[src/rtl/bus_req_arbiter.sv]
// Round-robin arbiter that queues one single-beat request per requester and
// drives it onto a shared bus. Each transaction ends with an ack or a timeout.
module bus_req_arbiter #(
    parameter int NREQ    = 4,
    parameter int DW      = 32,
    parameter int TIMEOUT = 15
)(
    input  logic                 clk,
    input  logic                 reset_l,
    input  logic [NREQ-1:0]      req_i,
    input  logic [NREQ*DW-1:0]   data_i,
    output logic [NREQ-1:0]      ack_o,
    output logic [NREQ-1:0]      err_o,
    output logic                 overrun_o,
    output logic                 bus_req,
    output logic [DW-1:0]        bus_data,
    input  logic                 bus_ack,
    output logic                 spurious_ack_o,
    output logic                 busy
);
    localparam int GW = $clog2(NREQ);

    typedef enum logic [1:0] {IDLE, ISSUE, WAIT} state_t;

    state_t                    r_state;
    logic [GW-1:0]             r_grant;
    logic [GW-1:0]             r_last;
    logic [7:0]                r_cnt;
    logic [NREQ-1:0]           r_pending;
    logic [NREQ-1:0][DW-1:0]   r_data;

    logic [GW-1:0]             w_next;
    logic [GW-1:0]             w_idx;
    logic                      w_any;
    logic                      w_tmo;
    logic                      w_done;
    logic [NREQ-1:0]           w_clr;
    logic [NREQ-1:0]           w_ovr;

    // The wait counter holds completed WAIT cycles, so the last one is TIMEOUT-1.
    assign w_tmo  = (r_cnt == 8'(TIMEOUT - 1));
    assign w_done = (r_state == WAIT) && (bus_ack || w_tmo);

    for (genvar k = 0; k < NREQ; k++) begin : g_slot
        assign w_clr[k] = w_done && (r_grant == GW'(k));
        assign w_ovr[k] = req_i[k] && r_pending[k] && !w_clr[k];
    end

    // Round-robin pick: scan from farthest to nearest after last_grant so the nearest pending wins.
    always_comb begin : p_rr
        int t;
        t      = 0;
        w_any  = 1'b0;
        w_next = r_last;
        w_idx  = '0;
        for (int i = NREQ; i >= 1; i--) begin
            t = int'(r_last) + i;
            if (t >= NREQ) t = t - NREQ;
            w_idx = GW'(t);
            if (r_pending[w_idx]) begin
                w_any  = 1'b1;
                w_next = w_idx;
            end
        end
    end

    // Per-requester slots: a new request is taken when the slot is free or being released this cycle.
    always_ff @(posedge clk or negedge reset_l) begin
        if (!reset_l) begin
            r_pending <= '0;
            r_data    <= '0;
        end else begin
            for (int k = 0; k < NREQ; k++) begin
                if (req_i[k] && (!r_pending[k] || w_clr[k])) begin
                    r_pending[k] <= 1'b1;
                    r_data[k]    <= data_i[k*DW +: DW];
                end else if (w_clr[k]) begin
                    r_pending[k] <= 1'b0;
                end
            end
        end
    end

    // Transaction FSM with all bus-side and completion outputs registered.
    always_ff @(posedge clk or negedge reset_l) begin
        if (!reset_l) begin
            r_state        <= IDLE;
            r_grant        <= '0;
            r_last         <= GW'(NREQ - 1);
            r_cnt          <= '0;
            ack_o          <= '0;
            err_o          <= '0;
            overrun_o      <= 1'b0;
            bus_req        <= 1'b0;
            bus_data       <= '0;
            spurious_ack_o <= 1'b0;
            busy           <= 1'b0;
        end else begin
            ack_o          <= '0;
            err_o          <= '0;
            bus_req        <= 1'b0;
            spurious_ack_o <= 1'b0;
            overrun_o      <= |w_ovr;
            case (r_state)
                IDLE: begin
                    spurious_ack_o <= bus_ack;
                    if (w_any) begin
                        r_grant  <= w_next;
                        bus_data <= r_data[w_next];
                        busy     <= 1'b1;
                        r_state  <= ISSUE;
                    end
                end
                ISSUE: begin
                    spurious_ack_o <= bus_ack;
                    bus_req        <= 1'b1;
                    r_cnt          <= '0;
                    r_state        <= WAIT;
                end
                WAIT: begin
                    if (bus_ack) begin
                        ack_o[r_grant] <= 1'b1;
                    end else if (w_tmo) begin
                        err_o[r_grant] <= 1'b1;
                    end else begin
                        r_cnt <= r_cnt + 8'd1;
                    end
                    if (w_done) begin
                        r_last  <= r_grant;
                        busy    <= 1'b0;
                        r_state <= IDLE;
                    end
                end
                default: r_state <= IDLE;
            endcase
        end
    end
endmodule

[config.mk]
export PLATFORM = sky130hd
export DESIGN_NAME = bus_req_arbiter
export DESIGN_NICKNAME = d
export VERILOG_FILES = /design/src/rtl/bus_req_arbiter.sv
export SDC_FILE = /design/constraint.sdc
export NUM_CORES = 1
export LEC_CHECK = 0
export ABC_AREA = 1
export CELL_PAD_IN_SITES_DETAIL_PLACEMENT = 1
export CELL_PAD_IN_SITES_GLOBAL_PLACEMENT = 1
export CORE_MARGIN = 3
export CORE_UTILIZATION = 38
export DETAILED_ROUTE_END_ITERATION = 6
export HOLD_SLACK_MARGIN = 0.06
export MAX_ROUTING_LAYER = met4
export PLACE_DENSITY_LB_ADDON = 0.1
export SYNTH_ARGS = -nofsm -noshare
export SYNTH_HDL_FRONTEND = slang
export SYNTH_SLANG_ARGS = --single-unit
[constraint.sdc]
create_clock -name clk -period 2.7 [get_ports clk]
set_input_delay 0.405 -clock clk [delete_from_list [all_inputs] [get_ports clk]]
set_output_delay 0.405 -clock clk [all_outputs]
set_load 0.05 [all_outputs]
==> metrics.csv <==
metric,value,unit
Setup crit end kind,register,
Area Growth Syn to Fin,29.7,%
startpoint type of the worst setup path,register,
most frequent cells in the layout,"nand2_1, dfrtp_1, clkdlybuf4s50_1",
Finished Layout Cells,1589,
DRT Pass-1 Iters,5,
Buffers on Ports,178,
"flops & latches, synth",190,
Clock Latency Late Sink,0.43,ns
Tcrit/Tclk final,84.1,%
WS Path Type,register to register,
worst stage delay on the critical path,0.69,ns
Most used DFF post-synth,dfrtp_1,
status,"complete, no violations",
reg2reg setup slack,0.43,ns
Tightest Pin Transition,0.634,ns
Place WS,0.377,ns
VDD IR max,0.000666,V
CP Max Fanout,56,
H-Tree Depth,4,
setup TNS,0,ns
"top cells by area, synth","dfrtp_1, nand2_1, nand3_1",
die width,159,um
DRC,0,
relative slew slack,57.6,%
first-pass GRT wire length,43500,um
initial drt markers,330,
clock transition at the registers of the reported paths,0.07,ns
Setup crit start,r_last[0]$_DFFE_PN1P_,
PD cells,1370,mW/mm2
Cell Rows,55,
Initial Utilization,39.1,%
DPL Wire Length,19700,um
vias in the first global route,8251,
layout cells sized above 1,7.68,%
Syn Area/Cell,8.12,um2
I/O pins,179,
number of synthesized flops with an enable pin,0,
full die area,0.0254,mm2
Post-Syn Area,0.00895,mm2
Yosys Warn Count,0,
Wirelength per Cell,17.1,um
Die Span Y,159,um
Pleak,5.77,nW
worst r2r path cells,13,
Fillers,2766,
routability cong.,0.814,
Critical Path AT,2.58,ns
post-CTS sizing,0,
GRT Total Usage,22.1,%
CP max-delay cell,dfstp_2,
final worst path period need,2.27,ns
"commonest non-fill, non-tap cell in the layout",nand2_1,
Total Nets Final,1400,
"area leader, netlist",dfrtp_1,
Critical Path End,bus_data[3]$_DFFE_PN0P_,
syn nets,1239,
CTS Buffer Depth,2,
clk root buf,clkbuf_16,
Final Total Pwr,15.9,mW
vias per cell,4.84,
post-route ant nets,0,
initial antenna violation count,0,
Syn Inst Count,1102,
CTS tree,built,
ant diodes,0,
CP required,3.01,ns
final setup margin,0.430,ns
Synth top area share,52.6,%
clock sink total,190,
clk_skew,0.0118,ns
Min-Delay Path Class,input pin to async pin,
ys async rst share,100,%
"wirelength, routed",27100,um
"Seq/Total Area, Yosys",53.1,%
RSZ-0062 raised after global routing,false,
Peak Freq,441,MHz
Core ar.,0.0229,mm2
Final Hold Viols,0,
largest net degree at the start of global routing,68,
max_cap viols,0,
post-synth cell types,34,
Slew Limit Fails,0,
r2r startpoint,r_last[0]$_DFFE_PN1P_,
"Critical Path, Cell by Cell",inv_8 > nand2_2 > nand3_1 > nand2_1 > inv_2 > nand2_4 > nand2_4 > nand2_4 > nand2_2 > buf_12 > or2_1 > nand3_1 > nand3_1,
Cells after DPL,1556,
CTS Buf Count,17,
via count,7694,
grt total ovfl,0,
final setup vio count,0,
Reg-to-Reg End,bus_data[3]$_DFFE_PN0P_,
timing repair:
action	CTS	global route
setup buffers	0	0
endpoints found under the hold margin	34	0
hold buffers	1	0
area by class of cell:
type,count,area [um2],area share (%)
Tap cell,313,392,3.37
Clock inverter,13,130,1.12
Inverter,140,536,4.61
Timing Repair Buffer,201,2060,17.7
Sequential cell,190,4760,41.0
Clock buffer,19,443,3.81
Multi-Input combinational cell,713,3290,28.4
worst min path at each step:
stage	end	slack (ns)	cells after the start	from
2_1_floorplan	ack_o[0]$_DFF_PN0_	0.11	0	reset_l
3_3_place_gp	r_cnt[4]$_DFFE_PN0P_	0.35	1	reset_l
3_5_place_dp	r_cnt[6]$_DFFE_PN0P_	0.35	1	reset_l
4_1_cts	r_data[86]$_DFFE_PN0P_	0.45	2	reset_l
5_1_grt	r_cnt[4]$_DFFE_PN0P_	0.47	2	reset_l
6_report	r_cnt[6]$_DFFE_PN0P_	0.45	2	reset_l
flip-flops by register name (all words and copies together) (netlist names):
register,count
ack_o,4
overrun_o,1
err_o,4
r_pending,4
bus_data,32
r_data,128
r_cnt,8
r_state,2
bus_req,1
busy,1
r_grant,2
spurious_ack_o,1
r_last,2
cell usage after synthesis (2+ instances only):
master / n
ha_1: 2
inv_1: 134
nand2_2: 12
buf_2: 30
inv_2: 4
xor2_1: 3
a21oi_1: 80
or2_0: 7
nand3_2: 13
buf_4: 4
clkbuf_1: 12
dfrtp_1: 188
nand2_4: 4
o21ai_0: 9
nand2_1: 284
nor2_1: 100
or2_1: 11
o22ai_1: 2
nor3_1: 2
nand3_1: 173
buf_6: 13
dfstp_2: 2
nand4_1: 2
metrics by stage:
step,hold slack (ns),utilization (%),cell area [um2]
after floorplan,0.109,-,8950
after global routing,0.473,50.7,11600
after global placement,0.354,48.1,11000
after CTS,0.450,50.7,11600
after detailed placement,0.355,48.1,11000
final,0.449,50.7,11600
power by group:
part	internal, mW	leakage (nW)	switching, mW
combinational	2.82	3.26	5.72
sequential	4.14	2.23	0.663
clock	1.32	0.279	1.21
total	8.29	5.77	7.59
per-layer routing:
layer	part of all wire, %	GRT usage (%)	vias to the layer above
met5	0	-	-
met4	2.3	6.92	0
met3	3.8	3.88	37
met2	50	37.3	169
met1	43	27.2	3727
li1	-	-	3761
critical path: cells and delay by family, from the launching register on:
kind,cells,cell delay (ns)
DFF,1,0.69
buffers and inverters,3,0.31
and+or+nand+nor,10,1.12
cell families (layout without fill, tap and decap cells):
kind of cell / after synthesis / count (layout) / share of synthesized area (%)
flops: 190 / 190 / 53.1
compound gates: 96 / 96 / 5.62
fa+ha+maj: 2 / 2 / 0.279
simple gates: 612 / 612 / 30.5
xor+xnor: 3 / 3 / 0.294
buf+inv: 199 / 373 / 10.1
(Power assumes the default switching activity.)
